[src/rtl/cva6_hpdcache_fence_ctrl_pkg.sv]
// rtl/cva6_hpdcache_fence_ctrl_pkg.sv - shared config and fence sequencer state definitions
package cva6_hpdcache_fence_ctrl_pkg;

  // Core configuration fields that steer the fence sequencer
  typedef struct packed {
    logic        DcacheFlushOnFence;
    logic        DcacheInvalidateOnFlush;
    int unsigned MaxOutstandingStores;
  } cva6_cfg_t;

  localparam cva6_cfg_t cva6_cfg = '{
    DcacheFlushOnFence:      1'b1,
    DcacheInvalidateOnFlush: 1'b0,
    MaxOutstandingStores:    7
  };

  // Fence sequencer state encoding, kept as plain constants for legacy tools
  typedef logic [2:0] fence_ctrl_state_e;

  localparam fence_ctrl_state_e FENCE_IDLE   = 3'd0;
  localparam fence_ctrl_state_e FENCE_DRAIN  = 3'd1;
  localparam fence_ctrl_state_e FENCE_FLUSH  = 3'd2;
  localparam fence_ctrl_state_e FENCE_INVAL  = 3'd3;
  localparam fence_ctrl_state_e FENCE_ICACHE = 3'd4;
  localparam fence_ctrl_state_e FENCE_DONE   = 3'd5;

endpackage

[src/rtl/cva6_store_credit_cnt.sv]
// rtl/cva6_store_credit_cnt.sv - saturating outstanding-store counter with stall flag
module cva6_store_credit_cnt #(
  parameter int unsigned MaxOutstandingStores = 7
) (
  input  logic clk_i,
  input  logic rst_ni,
  input  logic st_issue_i,
  input  logic st_done_i,
  output logic stall_o,
  output logic empty_o
);

  localparam int unsigned CntW = $clog2(MaxOutstandingStores + 1);
  localparam logic [CntW-1:0] MaxCnt = CntW'(MaxOutstandingStores);

  logic [CntW-1:0] count_q;
  logic            inc;
  logic            dec;

  // A simultaneous issue and response cancel out
  assign inc = st_issue_i & ~st_done_i;
  assign dec = st_done_i & ~st_issue_i;

  // Up/down count that holds at both ends instead of wrapping
  always_ff @(posedge clk_i) begin
    if (!rst_ni) begin
      count_q <= '0;
    end else if (inc && (count_q != MaxCnt)) begin
      count_q <= count_q + CntW'(1);
    end else if (dec && (count_q != '0)) begin
      count_q <= count_q - CntW'(1);
    end
  end

  assign stall_o = (count_q == MaxCnt);
  assign empty_o = (count_q == '0);

  // Issuing past the credit limit or retiring a store that never issued is an LSU bug
  assert property (@(posedge clk_i) disable iff (!rst_ni) !(inc && (count_q == MaxCnt)));
  assert property (@(posedge clk_i) disable iff (!rst_ni) !(dec && (count_q == '0)));

endmodule

[src/rtl/cva6_hpdcache_fence_ctrl.sv]
// rtl/cva6_hpdcache_fence_ctrl.sv - fence / fence.i sequencer: drain stores, flush D-cache, flush I-cache
module cva6_hpdcache_fence_ctrl
  import cva6_hpdcache_fence_ctrl_pkg::*;
#(
  parameter bit          FlushOnFence         = cva6_cfg.DcacheFlushOnFence,
  parameter bit          InvalidateOnFlush    = cva6_cfg.DcacheInvalidateOnFlush,
  parameter int unsigned MaxOutstandingStores = cva6_cfg.MaxOutstandingStores
) (
  input  logic clk_i,
  input  logic rst_ni,
  input  logic fence_req_i,
  input  logic fence_i_i,
  output logic fence_ack_o,
  output logic busy_o,
  output logic lsu_hold_o,
  input  logic st_issue_i,
  input  logic st_done_i,
  output logic st_stall_o,
  input  logic sb_empty_i,
  output logic flush_req_o,
  input  logic flush_ack_i,
  output logic inval_req_o,
  input  logic inval_ack_i,
  output logic icache_flush_o
);

  fence_ctrl_state_e state_q;
  fence_ctrl_state_e state_d;
  logic              fence_i_q;
  logic              st_empty;

  cva6_store_credit_cnt #(
    .MaxOutstandingStores(MaxOutstandingStores)
  ) i_store_credit_cnt (
    .clk_i     (clk_i),
    .rst_ni    (rst_ni),
    .st_issue_i(st_issue_i),
    .st_done_i (st_done_i),
    .stall_o   (st_stall_o),
    .empty_o   (st_empty)
  );

  // Next-state: each step only advances on its own handshake, stray acks are ignored
  always_comb begin
    state_d = state_q;
    case (state_q)
      FENCE_IDLE: begin
        if (fence_req_i) state_d = FENCE_DRAIN;
      end
      FENCE_DRAIN: begin
        if (sb_empty_i && st_empty) begin
          if (FlushOnFence)   state_d = FENCE_FLUSH;
          else if (fence_i_q) state_d = FENCE_ICACHE;
          else                state_d = FENCE_DONE;
        end
      end
      FENCE_FLUSH: begin
        if (flush_ack_i) begin
          if (InvalidateOnFlush) state_d = FENCE_INVAL;
          else if (fence_i_q)    state_d = FENCE_ICACHE;
          else                   state_d = FENCE_DONE;
        end
      end
      FENCE_INVAL: begin
        if (inval_ack_i) state_d = fence_i_q ? FENCE_ICACHE : FENCE_DONE;
      end
      FENCE_ICACHE: state_d = FENCE_DONE;
      FENCE_DONE:   state_d = FENCE_IDLE;
      default:      state_d = FENCE_IDLE;
    endcase
  end

  // State register; the fence.i flavour is captured as the request is accepted
  always_ff @(posedge clk_i) begin
    if (!rst_ni) begin
      state_q   <= FENCE_IDLE;
      fence_i_q <= 1'b0;
    end else begin
      state_q <= state_d;
      if ((state_q == FENCE_IDLE) && fence_req_i) fence_i_q <= fence_i_i;
    end
  end

  assign busy_o         = (state_q != FENCE_IDLE);
  assign lsu_hold_o     = busy_o;
  assign flush_req_o    = (state_q == FENCE_FLUSH);
  assign inval_req_o    = (state_q == FENCE_INVAL);
  assign icache_flush_o = (state_q == FENCE_ICACHE);
  assign fence_ack_o    = (state_q == FENCE_DONE);

endmodule
[config.mk]
export PLATFORM = sky130hd
export DESIGN_NAME = cva6_hpdcache_fence_ctrl
export DESIGN_NICKNAME = d
export VERILOG_FILES = /design/src/rtl/cva6_hpdcache_fence_ctrl_pkg.sv /design/src/rtl/cva6_store_credit_cnt.sv /design/src/rtl/cva6_hpdcache_fence_ctrl.sv
export SDC_FILE = /design/constraint.sdc
export NUM_CORES = 1
export LEC_CHECK = 0
export BUFFER_PORTS_ARGS = -buffer_cell sky130_fd_sc_hd__buf_2
export CAP_MARGIN = 25
export CELL_PAD_IN_SITES_DETAIL_PLACEMENT = 1
export CELL_PAD_IN_SITES_GLOBAL_PLACEMENT = 2
export CORE_MARGIN = 2
export CORE_UTILIZATION = 28
export DETAILED_ROUTE_END_ITERATION = 16
export GPL_ROUTABILITY_DRIVEN = 0
export GPL_TIMING_DRIVEN = 0
export PLACE_DENSITY_LB_ADDON = 0.1
export SYNTH_ARGS = -nofsm -noshare
export SYNTH_HDL_FRONTEND = slang
export SYNTH_SLANG_ARGS = --single-unit
[constraint.sdc]
create_clock -name clk_i -period 3.65 [get_ports clk_i]
set_input_delay 0.73 -clock clk_i [delete_from_list [all_inputs] [get_ports clk_i]]
set_output_delay 0.73 -clock clk_i [all_outputs]
set_load 0.005 [all_outputs]
==> impl_metrics.json, run 1 <==
{
  "core_sq_um": 1745,
  "ant_nets": 0,
  "yosysWarnings": 0,
  "ys_types": 31,
  "cts_buffers": 3,
  "hold_path.class": "register to register",
  "finalWirelength_mm": 1.340,
  "io_pins": 16,
  "clock.fmax_ghz": 0.4764,
  "powerDensity_nw_per_um2": 410.8,
  "synthAdderAreaFrac": 0.03837,
  "cts_max_path_buffers": 2,
  "diodes": 0,
  "root_buffer": "clkbuf_4",
  "cap_violations": 0,
  "synth.top_cell.area_share": 0.2686,
  "worstSkewPairLatency_ns": 0.26,
  "hold_viol": 0,
  "drt_pass1_iterations": 3,
  "fin_util": 0.3749,
  "cts_sinks": 7,
  "synth-main-ff-cell": "dfxtp_1",
  "netlist_area_sq_um": 521.8,
  "peakVddDrop_mv": 0.2087,
  "cp_max_fo": 10,
  "fp.dieH_um": 47.17,
  "final.setup_skew_ns": 0.001122,
  "dp_hpwl_um": 973.9,
  "nets": 97,
  "tns_ns": 0,
  "rsz0062_at_grt": "false",
  "slew_headroom": 0.7391,
  "async_flop_share": 0,
  "globalRouteOverflowTotal": 0,
  "synth-simple-area-share": 0.3141,
  "syn_nets": 77,
  "cp.required_ns": 2.92,
  "cts.clk_slew.worst_paths_ns": 0.06,
  "leakage_nw": 0.3083,
  "critPathCaptureType": "output pin",
  "fp.dieArea_sq_um": 2225,
  "setup_ws_ns": 1.551,
  "ys_top_cells_by_count": "dfxtp_1 (7), a21oi_1 (6), nor2_1 (6), o21ai_0 (6), nand2_1 (5)",
  "pre_cts_ws_ns": 1.296,
  "die_w_um": 47.17,
  "ys_seq_area_frac": 0.2686,
  "post-route-period-util": 0.5751,
  "holdBufCountCts": 0,
  "synth_compound_area_frac": 0.2830,
  "period_minus_slack_ns": 2.099,
  "grt_pass1_vias": 463,
  "antenna_found_initial": 0,
  "wl_per_cell_um": 12.07,
  "slew_violations": 0,
  "h-tree-depth": 1,
  "syn_inst": 67,
  "synth_area_leaders": "dfxtp_1 (27%), a21oi_1 (5.8%), o21ai_0 (5.8%), nor2b_1 (4.8%), nor2_1 (4.3%)",
  "status": "finished clean",
  "crit_arrival_ns": 1.37,
  "vias_per_cell": 4.730,
  "synth.avg_cell_area_sq_um": 7.787,
  "tightest_slew_ns": 0.3863,
  "via_count": 525,
  "synth_mux_area_frac": 0.01918,
  "grt_pass1_wl_mm": 2.152,
  "worstSetupStartpointType": "register",
  "rows": 15,
  "yosysTopAreaCell": "dfxtp_1",
  "drt_iter0_drc": 3,
  "area_growth_syn_to_layout_pct": 25.42,
  "layout-drive-gt1-share": 0.2907,
  "synth_edf_count": 0,
  "fillers": 232,
  "initial_core_util": 0.2989,
  "synth-xor-area-share": 0,
  "synth_seq_cells": 7,
  "gr-usage-all-layers": 0.1439,
  "drcViolationCount": 0,
  "grt_max_degree": 11,
  "post_cts_buffers": 0,
  "synth_top_family_by_area": "simple AND/OR/NAND/NOR gates",
  "synth.most_common_cell": "dfxtp_1",
  "cts_tree": "done",
  "setup_violations": 0,
  "crit_type": "register to output pin",
  "ctsResizeCount": 0,
  "port_buffers": 15
}
## cell type report
cell class                 instances  area [sq um]  area share
buffer                             4         28.78     0.04398
clock buffer                       4         26.28     0.04015
inverter                           3         11.26     0.01721
multi-input combinational         53         341.6      0.5220
sequential                         7         140.1      0.2141
tap                               25         31.28     0.04780
timing repair buffer              15         75.07      0.1147
## per-stage QoR
stage	area [sq um]	cells	hold WS (ns)	power [W]
finish	654.4	111	0.5264	0.0002688
global route	654.4	111	0.5722	0.0002925
CTS	654.4	111	0.5390	0.0002738
detailed placement	628.1	107	0.5249	0.0001949
global placement	628.1	107	0.5076	0.0001940
floorplan	521.8	67	0.4864	0.0001647
## worst paths after layout
kind	start	slack (ns)	endpoint	cells after the start
min	fence_i_q	0.53	fence_i_q	2
max reg2reg	i_store_credit_cnt.count_q[1]	1.78	i_store_credit_cnt.count_q[1]	7
min reg2reg	fence_i_q	0.53	fence_i_q	2
max	state_q[2]	1.55	lsu_hold_o	4
## flip-flops by register name, summed over array words and instances (netlist names)
| name | flops |
|---|---|
| fence_i_q | 1 |
| state_q | 3 |
| i_store_credit_cnt.count_q | 3 |
## cell families after synthesis
kind of cell / count (synthesis)
adder cells (fa/ha/maj): 1
AO/OA/AOI/OAI: 22
flip-flops: 7
multiplexers: 1
buffers and inverters: 7
AND/OR/NAND/NOR: 29
## power by group
group          internal, W  switching, W
Clock            0.0000420     0.0000327
Combinational    0.0000494     0.0000483
Sequential       0.0000855     0.0000109
## critical path, stage by stage (launching register included)
cell	delay (ns)
dfxtp_1	0.30
buf_2	0.17
or3_1	0.39
buf_4	0.14
buf_2	0.11
## cell usage in the layout (no fill, tap or decap), drive strengths merged
master  instances
o211a           1
nor3b           2
nor3            2
a211oi          2
a31o            1
dfxtp           7
or3             3
nand3           1
clkbuf          4
inv             3
fa              1
o41ai           1
a211o           1
and4bb          1
o31ai           1
nor2            6
and2            1
a21boi          1
nand2b          2
buf            19
a21oi           6
nor2b           5
a221oi          1
a22oi           1
mux2i           1
o21ai           6
nand2           5
and3b           1
## per-layer routing
| layer | part of all wire | track usage |
|---|---|---|
| met5 | 0 | 0 |
| met4 | 0.0082 | 0.05000 |
| met3 | 0.046 | 0.06923 |
| met2 | 0.40 | 0.1644 |
| met1 | 0.54 | 0.2235 |
No activity file was read; power rests on OpenSTA's default activity.
==> run 2, diff against run 1 <==
--- a/config.mk
+++ b/config.mk
@@ -10,7 +10,7 @@
 export CELL_PAD_IN_SITES_DETAIL_PLACEMENT = 1
 export CELL_PAD_IN_SITES_GLOBAL_PLACEMENT = 2
 export CORE_MARGIN = 2
-export CORE_UTILIZATION = 28
+export CORE_UTILIZATION = 24
 export DETAILED_ROUTE_END_ITERATION = 16
 export GPL_ROUTABILITY_DRIVEN = 0
 export GPL_TIMING_DRIVEN = 0
==> constraint.sdc (replaced) <==
create_clock -name clk_i -period 1.8 [get_ports clk_i]
set_input_delay 0.36 -clock clk_i [delete_from_list [all_inputs] [get_ports clk_i]]
set_output_delay 0.36 -clock clk_i [all_outputs]
set_load 0.005 [all_outputs]
==> run 2 against run 1 <==
  * First-iteration DRC count rose by 130%
  * Routed wire length fell by 2.0%
  * Sequential share of layout area rose by 0.50 points
  * Die area rose by 15%
  * Flip-flop and latch count did not move
  * Clock power rose by 97%
  * Design area rose by 2.1%
  * Sequential power rose by 100%
  * Critical path depth did not move
  * Core utilization fell by 4.1 points
==> impl_metrics.json, run 2 (synthesized netlist as in run 1, its figures left out) <==
{
  "root_buffer": "clkbuf_4",
  "critPathMaxStageDelay_ns": 0.39,
  "globalRouteOverflowTotal": 0,
  "hold_viol": 0,
  "rows": 16,
  "reg_top3": "i_store_credit_cnt.count_q: 3 flops, state_q: 3 flops, fence_i_q: 1 flops",
  "tns_ns": 0,
  "initial_core_util": 0.2606,
  "cap_violations": 0,
  "rsz0062_at_grt": "false",
  "h-tree-depth": 1,
  "critPathCaptureType": "output pin",
  "fin_util": 0.3338,
  "worstSetupStartpointType": "register",
  "hold_path.class": "primary input to register",
  "final_common_cell": "buf_2",
  "drcViolationCount": 0,
  "holdWs_ns": 0.3983,
  "wl_met3_um": 51,
  "cts_sinks": 7,
  "cp_top_family": "buffers and inverters",
  "peakVddDrop_mv": 0.3797,
  "die_w_um": 50.63,
  "grt_max_degree": 11,
  "grt_pass1_wl_mm": 2.380,
  "gr-usage-all-layers": 0.1222,
  "slowest_stage": "or3_1",
  "path_common_cell": "buf_2",
  "area_growth_syn_to_layout_pct": 28.06,
  "cts_tree": "done",
  "setup_violations": 0,
  "io_pins": 16,
  "grt_pass1_vias": 527,
  "finalWirelength_mm": 1.313,
  "layout_common_cells": "buf_2 (17), nor2_1 (6), a21oi_1 (6)",
  "cts_buffers": 3,
  "final.setup_skew_ns": 0.007166,
  "nets": 97,
  "critPathBufInv": 3,
  "ant_nets": 0,
  "diodes": 0,
  "total_power_w": 0.0005389,
  "crit_arrival_ns": 1.36,
  "antenna_found_initial": 0,
  "fp.dieArea_sq_um": 2563,
  "worstSkewPairLatency_ns": 0.25,
  "m1WireLength_um": 714,
  "wl_per_cell_um": 11.62,
  "core_sq_um": 2002,
  "wl_met2_um": 547,
  "dp_hpwl_mm": 1.012,
  "tightest_slew_ns": 0.3952,
  "layout-drive-gt1-share": 0.3256,
  "powerDensity_nw_per_um2": 806.6,
  "via_count": 538,
  "vias_per_cell": 4.761,
  "routed.top_layer": "met3",
  "crit_type": "register to output pin",
  "port_buffers": 15,
  "pre_cts_ws_ns": -0.1234,
  "status": "finished clean",
  "drt_iter0_drc": 7,
  "leakage_nw": 0.3137,
  "cp_max_fo": 10,
  "slew_violations": 0,
  "fp.dieH_um": 50.63,
  "drt_pass1_iterations": 2,
  "post-route-period-util": 0.9562,
  "slew_headroom": 0.7331,
  "cts_max_path_buffers": 2,
  "crit_chain": "buf_2, or3_1, buf_4, buf_2",
  "period_minus_slack_ns": 1.721,
  "setup_ws_ns": 0.07881,
  "clock.fmax_ghz": 0.5810,
  "cts.clk_slew.worst_paths_ns": 0.05,
  "cp.required_ns": 1.44
}
==> run 2: cell counts in the layout (fill, tap and decap cells not counted) <==
Identical to the previous run, type by type.
==> run 2: worst paths after layout <==
path / from / to / slack, ns / depth (start not counted)
max: state_q[2] / lsu_hold_o / 0.08 / 4
min: fence_i_i / fence_i_q / 0.40 / 3
min reg2reg: i_store_credit_cnt.count_q[2] / i_store_credit_cnt.count_q[2] / 0.51 / 1
max reg2reg: i_store_credit_cnt.count_q[1] / i_store_credit_cnt.count_q[1] / 0.16 / 7
==> run 2: routing by layer <==
metal  global-route usage  vias to the layer above
met4              0.01351                        0
met2               0.1623                       10
met3              0.05357                        0
li1                     -                      282
met5                    0                        -
met1               0.1835                      246
==> run 2: final cells by class <==
| class | count | area (sq um) |
|---|---|---|
| fill | 257 | 1334 |
| sequential | 7 | 146.4 |
| tap | 27 | 33.78 |
| buffer | 4 | 28.78 |
| timing repair buffer | 15 | 75.07 |
| inverter | 3 | 11.26 |
| multi-input combinational | 53 | 346.6 |
| clock buffer | 4 | 26.28 |
==> run 2: power breakdown <==
group          total [W]  switching (W)  internal (W)  leakage (nW)
combinational   0.000195      0.0000946      0.000100         0.240
clock           0.000147      0.0000623     0.0000849        0.0150
sequential      0.000197      0.0000220      0.000175        0.0590
total           0.000539       0.000179      0.000360         0.314
==> run 2: through the flow <==
step / cell area, sq um / cells
CTS: 659.4 / 113
floorplan: 521.8 / 67
global placement: 630.6 / 109
finish: 668.1 / 113
detailed placement: 630.6 / 109
global route: 668.1 / 113
==> run 2: what timing repair did <==
item	CTS	global route
resized for setup	2	4
endpoints found under the setup margin	1	1
hold buffers	0	0
setup buffers	0	0
==> run 2: tightest hold or removal path, stage by stage <==
cell and delay [ns]:
buf_2 0.08, mux2i_1 0.05, nor2b_1 0.11
